<file path="config.mk">
export PLATFORM = sky130hd
export DESIGN_NAME = id_ex_stage
export DESIGN_NICKNAME = d
export VERILOG_FILES = /design/src/rtl/mips_pipe_pkg.sv /design/src/rtl/load_use_detector.sv /design/src/rtl/id_ex_stage.sv
export SDC_FILE = /design/constraint.sdc
export NUM_CORES = 1
export LEC_CHECK = 0
export ABC_AREA = 1
export CORE_UTILIZATION = 47
export DETAILED_ROUTE_END_ITERATION = 10
export PLACE_DENSITY = 0.86
export SLEW_MARGIN = 20
export SYNTH_ARGS = -nofsm -noshare
export SYNTH_HDL_FRONTEND = slang
export SYNTH_SLANG_ARGS = --single-unit
</file>
<file path="constraint.sdc">
create_clock -name clk -period 3.9 [get_ports clk]
set_clock_uncertainty 0.2 [all_clocks]
set_input_delay 1.17 -clock clk [delete_from_list [all_inputs] [get_ports clk]]
set_output_delay 1.17 -clock clk [all_outputs]
set_load 0.05 [all_outputs]
</file>
<file path="src/rtl/mips_pipe_pkg.sv">
// Shared types and constants for the MIPS-style pipeline slice.
package mips_pipe_pkg;

    localparam int ALU_OP_W   = 4;
    localparam int REG_ADDR_W = 5;
    localparam logic [REG_ADDR_W-1:0] REG_ZERO = 5'd0;

    // Control bundle carried from ID into EX.
    typedef struct packed {
        logic                reg_write;
        logic                mem_read;
        logic                mem_write;
        logic                mem_to_reg;
        logic                alu_src;
        logic [ALU_OP_W-1:0] alu_op;
    } ex_ctrl_t;

    localparam ex_ctrl_t CTRL_NOP = '{
        reg_write:  1'b0,
        mem_read:   1'b0,
        mem_write:  1'b0,
        mem_to_reg: 1'b0,
        alu_src:    1'b0,
        alu_op:     4'd0
    };

endpackage

</file>
<file path="src/rtl/load_use_detector.sv">
// Combinational load-use hazard check between the load sitting in EX and
// the instruction currently decoded in ID.
module load_use_detector
    import mips_pipe_pkg::*;
(
    input  logic                  id_valid,
    input  logic [REG_ADDR_W-1:0] id_rs,
    input  logic [REG_ADDR_W-1:0] id_rt,
    input  logic                  id_uses_rt,
    input  logic                  ex_valid,
    input  logic                  ex_mem_read,
    input  logic [REG_ADDR_W-1:0] ex_dst,
    output logic                  lu
);

    // A load writing a non-zero register that ID reads as a source forces a stall.
    always_comb begin
        lu = 1'b0;
        if (id_valid && ex_valid && ex_mem_read && (ex_dst != REG_ZERO)) begin
            lu = (ex_dst == id_rs) || (id_uses_rt && (ex_dst == id_rt));
        end else begin
            lu = 1'b0;
        end
    end

endmodule

</file>
<file path="src/rtl/id_ex_stage.sv">
// ID/EX pipeline register with load-use bubble insertion, branch flush
// squash, downstream hold and saturating bubble/flush event counters.
module id_ex_stage
    import mips_pipe_pkg::*;
#(
    parameter int DATA_W = 32,
    parameter int CNT_W  = 16
) (
    input  logic              clk,
    input  logic              rst_n,
    input  logic              id_valid,
    input  logic [4:0]        id_rs,
    input  logic [4:0]        id_rt,
    input  logic [4:0]        id_rd,
    input  logic              id_uses_rt,
    input  logic [DATA_W-1:0] id_rs_data,
    input  logic [DATA_W-1:0] id_rt_data,
    input  logic [DATA_W-1:0] id_imm,
    input  logic              id_reg_write,
    input  logic              id_mem_read,
    input  logic              id_mem_write,
    input  logic              id_mem_to_reg,
    input  logic              id_alu_src,
    input  logic              id_reg_dst,
    input  logic [3:0]        id_alu_op,
    input  logic              flush_i,
    input  logic              hold_i,
    output logic              id_stall,
    output logic              ex_valid,
    output logic [4:0]        ex_rs,
    output logic [4:0]        ex_rt,
    output logic [4:0]        ex_dst,
    output logic [DATA_W-1:0] ex_rs_data,
    output logic [DATA_W-1:0] ex_rt_data,
    output logic [DATA_W-1:0] ex_imm,
    output logic              ex_reg_write,
    output logic              ex_mem_read,
    output logic              ex_mem_write,
    output logic              ex_mem_to_reg,
    output logic              ex_alu_src,
    output logic [3:0]        ex_alu_op,
    output logic [CNT_W-1:0]  bubble_cnt,
    output logic [CNT_W-1:0]  flush_cnt
);

    logic                  ex_valid_r;
    ex_ctrl_t              ctrl_r;
    logic [REG_ADDR_W-1:0] ex_rs_r, ex_rt_r, ex_dst_r;
    logic [DATA_W-1:0]     ex_rs_data_r, ex_rt_data_r, ex_imm_r;
    logic [CNT_W-1:0]      bubble_cnt_r, flush_cnt_r;

    logic                  lu_s;
    logic [REG_ADDR_W-1:0] dst_s;
    ex_ctrl_t              ctrl_in_s;

    // Increment that sticks at all-ones instead of wrapping.
    function automatic logic [CNT_W-1:0] sat_inc(input logic [CNT_W-1:0] v);
        if (v == {CNT_W{1'b1}}) begin
            sat_inc = v;
        end else begin
            sat_inc = v + {{(CNT_W-1){1'b0}}, 1'b1};
        end
    endfunction

    load_use_detector u_lu (
        .id_valid    (id_valid),
        .id_rs       (id_rs),
        .id_rt       (id_rt),
        .id_uses_rt  (id_uses_rt),
        .ex_valid    (ex_valid_r),
        .ex_mem_read (ctrl_r.mem_read),
        .ex_dst      (ex_dst_r),
        .lu          (lu_s)
    );

    // Resolve destination and gate incoming control with id_valid so an empty
    // ID slot can never produce a write in EX.
    always_comb begin
        dst_s     = id_reg_dst ? id_rd : id_rt;
        ctrl_in_s = CTRL_NOP;
        if (id_valid) begin
            ctrl_in_s.reg_write  = id_reg_write;
            ctrl_in_s.mem_read   = id_mem_read;
            ctrl_in_s.mem_write  = id_mem_write;
            ctrl_in_s.mem_to_reg = id_mem_to_reg;
            ctrl_in_s.alu_src    = id_alu_src;
            ctrl_in_s.alu_op     = id_alu_op;
        end else begin
            ctrl_in_s = CTRL_NOP;
        end
    end

    // Stall request: flush overrides; forced low while reset is asserted.
    always_comb begin
        id_stall = rst_n & ~flush_i & (hold_i | lu_s);
    end

    // Pipeline register update with priority flush > hold > bubble > load.
    always_ff @(posedge clk or negedge rst_n) begin
        if (!rst_n) begin
            ex_valid_r   <= 1'b0;
            ctrl_r       <= CTRL_NOP;
            ex_rs_r      <= REG_ZERO;
            ex_rt_r      <= REG_ZERO;
            ex_dst_r     <= REG_ZERO;
            ex_rs_data_r <= {DATA_W{1'b0}};
            ex_rt_data_r <= {DATA_W{1'b0}};
            ex_imm_r     <= {DATA_W{1'b0}};
        end else if (flush_i) begin
            ex_valid_r   <= 1'b0;
            ctrl_r       <= CTRL_NOP;
        end else if (hold_i) begin
            ex_valid_r   <= ex_valid_r;
            ctrl_r       <= ctrl_r;
        end else if (lu_s) begin
            ex_valid_r   <= 1'b0;
            ctrl_r       <= CTRL_NOP;
            ex_rs_r      <= REG_ZERO;
            ex_rt_r      <= REG_ZERO;
            ex_dst_r     <= REG_ZERO;
            ex_rs_data_r <= {DATA_W{1'b0}};
            ex_rt_data_r <= {DATA_W{1'b0}};
            ex_imm_r     <= {DATA_W{1'b0}};
        end else begin
            ex_valid_r   <= id_valid;
            ctrl_r       <= ctrl_in_s;
            ex_rs_r      <= id_rs;
            ex_rt_r      <= id_rt;
            ex_dst_r     <= dst_s;
            ex_rs_data_r <= id_rs_data;
            ex_rt_data_r <= id_rt_data;
            ex_imm_r     <= id_imm;
        end
    end

    // Event counters: a flush cycle never also counts a bubble.
    always_ff @(posedge clk or negedge rst_n) begin
        if (!rst_n) begin
            bubble_cnt_r <= {CNT_W{1'b0}};
            flush_cnt_r  <= {CNT_W{1'b0}};
        end else if (flush_i) begin
            flush_cnt_r  <= sat_inc(flush_cnt_r);
        end else if (!hold_i && lu_s) begin
            bubble_cnt_r <= sat_inc(bubble_cnt_r);
        end else begin
            bubble_cnt_r <= bubble_cnt_r;
            flush_cnt_r  <= flush_cnt_r;
        end
    end

    assign ex_valid      = ex_valid_r;
    assign ex_rs         = ex_rs_r;
    assign ex_rt         = ex_rt_r;
    assign ex_dst        = ex_dst_r;
    assign ex_rs_data    = ex_rs_data_r;
    assign ex_rt_data    = ex_rt_data_r;
    assign ex_imm        = ex_imm_r;
    assign ex_reg_write  = ctrl_r.reg_write;
    assign ex_mem_read   = ctrl_r.mem_read;
    assign ex_mem_write  = ctrl_r.mem_write;
    assign ex_mem_to_reg = ctrl_r.mem_to_reg;
    assign ex_alu_src    = ctrl_r.alu_src;
    assign ex_alu_op     = ctrl_r.alu_op;
    assign bubble_cnt    = bubble_cnt_r;
    assign flush_cnt     = flush_cnt_r;

endmodule

</file>
==> metrics.md <==
| Metric | Value |
|---|---|
| Cell depth of the worst hold path | 2 |
| Vias | 6,835 |
| Syn Inst Count | 848 |
| Rows | 43 |
| Hold Path End | ex_rs_data[12] |
| Max FO, Critical Path | 2 |
| TritonCTS clock tree | yes |
| Net Count, Synth | 977 |
| Worst hold path type | flip-flop to flip-flop |
| Num CTS Buffers | 17 |
| Sw Ratio | 35.4% |
| Status | complete, no violations |
| Worst Setup Path Type | input pin to primary output |
| Starting Density | 49.1% |
| Clock power frac | 30.7% |
| Die width | 123 um |
| Reg2Reg Capture Point | ex_rt_data[12] |
| 1st-iter DRT viols | 561 |
| Most common cell after layout, fill and taps aside | nand2_1 |
| Pin slew with the least headroom to its limit | 900 ps |
| PwrDens | 475 nW/um^2 |
| Initial antenna violation count | 2 |
| Crit path required time | 2530 ps |
| Int Pwr | 3200 uW |
| #FFs+latches synth | 153 |
| Startpoint Class | input pin |
| Antenna-violating nets left | 0 |
| Tcrit/Tclk final | 97.7% |
| Avg Cell Area, Syn | 8.16 sq um |
| Final Setup Violations | 0 |
| Share of layout cells above drive strength 1 | 4.79% |
| Clk root buf | clkbuf_16 |
| Warnings, synthesis | 0 |
| WL/cell | 15.8 um |
| Final setup TNS | 0 ps |
| Final Hold Viols | 0 |
| Final WL | 20,700 um |
| DP HPWL | 14,100 um |
| Total power | 4950 uW |
| Number of global-route vias before repair | 6,491 |
| Peak supply drop | 339 uV |
| Register Area | 3830 sq um |
| Finished Cell Area | 10,400 sq um |
| Total GRT Usage | 28.2% |
| Min-delay src | ex_rs_data[12] |
| Distinct cells, synth | 22 |
| Area after DPL | 9830 sq um |
| Sink Count | 153 |
| CP arrival | 2440 ps |
| Combinational share of power | 30.7% |
| Hold_buf cts | 0 |
| Skew-Pair Late Insertion Delay | 420 ps |
| Router iterations before antenna repair | 5 |
| Die H | 123 um |
| Max Root-Sink Buffers | 2 |
| Core area | 14,100 sq um |
| Leakage power | 0.00513 uW |
| RePlAce Congestion | 0.867 |
| Max-Cap Viols | 0 |
| H-tree depth | 4 |
| Max Fclk | 263 MHz |
| DRC | 0 |
| Area of the multi-input gates | 2720 sq um |
| Seq/Total Area, Yosys | 55.3% |
| Port Buffers | 280 |
| Num ports | 281 |
| First-pass GRT wire length | 32,700 um |
| Slew HR | 40.0% |
| Min cycle time layout | 3810 ps |
| Crit. End Element | primary output |
| Post-Syn Area | 6920 sq um |
| Start of the worst register-to-register path | ex_dst[1] |
| Largest net degree at the start of global routing | 107 |
| Vias/cell | 5.22 |
| Grt total ovfl | 0 |
| Area Growth Syn to Fin | 50.5% |
| Final-report max-slew violation count | 0 |
| Final nets | 1,246 |
| Clock slew at reported path FFs | 60 ps |
| Area of the die | 15,200 sq um |
| Final std cells w/o fill | 1,309 |
| Placed Cells | 1,277 |
| Filler cell count | 1,046 |
| Worst r2r path cells | 9 |
| Flop pwr share | 38.6% |
| Commonest non-fill, non-tap cells in the layout | nand2_1 (363), clkdlybuf4s50_1 (269), dfrtp_1 (153) |
| Crit path from | id_uses_rt |
| Reg2Reg Setup Slack | 1160 ps |
| Switch Pwr | 1750 uW |
| Final hold slack | 276 ps |
| Setup repair after global routing missed its margin | no |
area by class of cell:
| type | instances | area share (%) |
|---|---|---|
| multi-input cells | 612 | 26.1 |
| diodes | 1 | 0.0240 |
| flip-flops and latches | 153 | 36.8 |
| inverters | 42 | 1.53 |
| clock buffers | 22 | 4.46 |
| well taps | 180 | 2.16 |
| repair buffers | 291 | 28.3 |
| clock inverters | 8 | 0.709 |
through the flow:
step,utilization [%],worst slack [ps]
2_1_floorplan,-,147
3_3_place_gp,69.8,5.72
5_1_grt,73.9,30.9
4_1_cts,73.6,5.94
6_report,73.9,91.4
3_5_place_dp,69.8,-17.0
power groups by stage:
stage,Sequential [uW],Combinational [uW],Clock (uW)
final,1910,1520,1520
after global routing,1930,1610,1610
after CTS,1910,1530,1550
after detailed placement,1930,1520,0
after global placement,1920,1500,0
after floorplan,2550,253,0
timing repair:
action	4_1_cts	5_1_grt
pin swaps	1	2
resized for setup	1	10
setup endpoints to repair	1	1
buffers inserted	0	1
Yosys cell counts (all sizes together):
| cell | n | area share [%] |
|---|---|---|
| nand2 | 365 | 20 |
| nand4 | 24 | 2.2 |
| ha | 2 | 0.36 |
| inv | 41 | 2.2 |
| clkbuf | 15 | 0.81 |
| xor2 | 13 | 1.6 |
| clkinv | 1 | 0.054 |
| o21bai | 1 | 0.11 |
| nand3 | 132 | 9.6 |
| buf | 26 | 2.7 |
| a21oi | 6 | 0.43 |
| nor2 | 43 | 2.4 |
| dfrtp | 153 | 55 |
| nor3 | 3 | 0.22 |
| o21ai | 15 | 1.1 |
| xnor2 | 8 | 1.0 |
critical path: stages:
cell and delay, ps:
clkdlybuf4s50_1 510, nand2_1 70, nor2_1 100, nand3_1 100
nand2_2 100, nand2_4 60, a21oi_4 160, buf_12 150
how the worst max path moves through the flow:
stage	endpoint	slack [ps]
after floorplan	id_stall	150
after global placement	id_stall	6
after global routing	id_stall	30
final	id_stall	90
after CTS	id_stall	6
after detailed placement	id_stall	-20
logic make-up after synthesis:
logic type      synth area share [%]
simple gates                    34.3
compound gates                  1.63
flops                           55.3
buf+inv                         5.75
fa+ha+maj                      0.362
xor+xnor                        2.66
per-layer routing:
metal	routed length (um)	global-route usage, %
met5	13	0
met4	653	11.9
met3	1780	8.44
met2	10100	45.5
met1	8180	35.1
(Power assumes the default switching activity.)
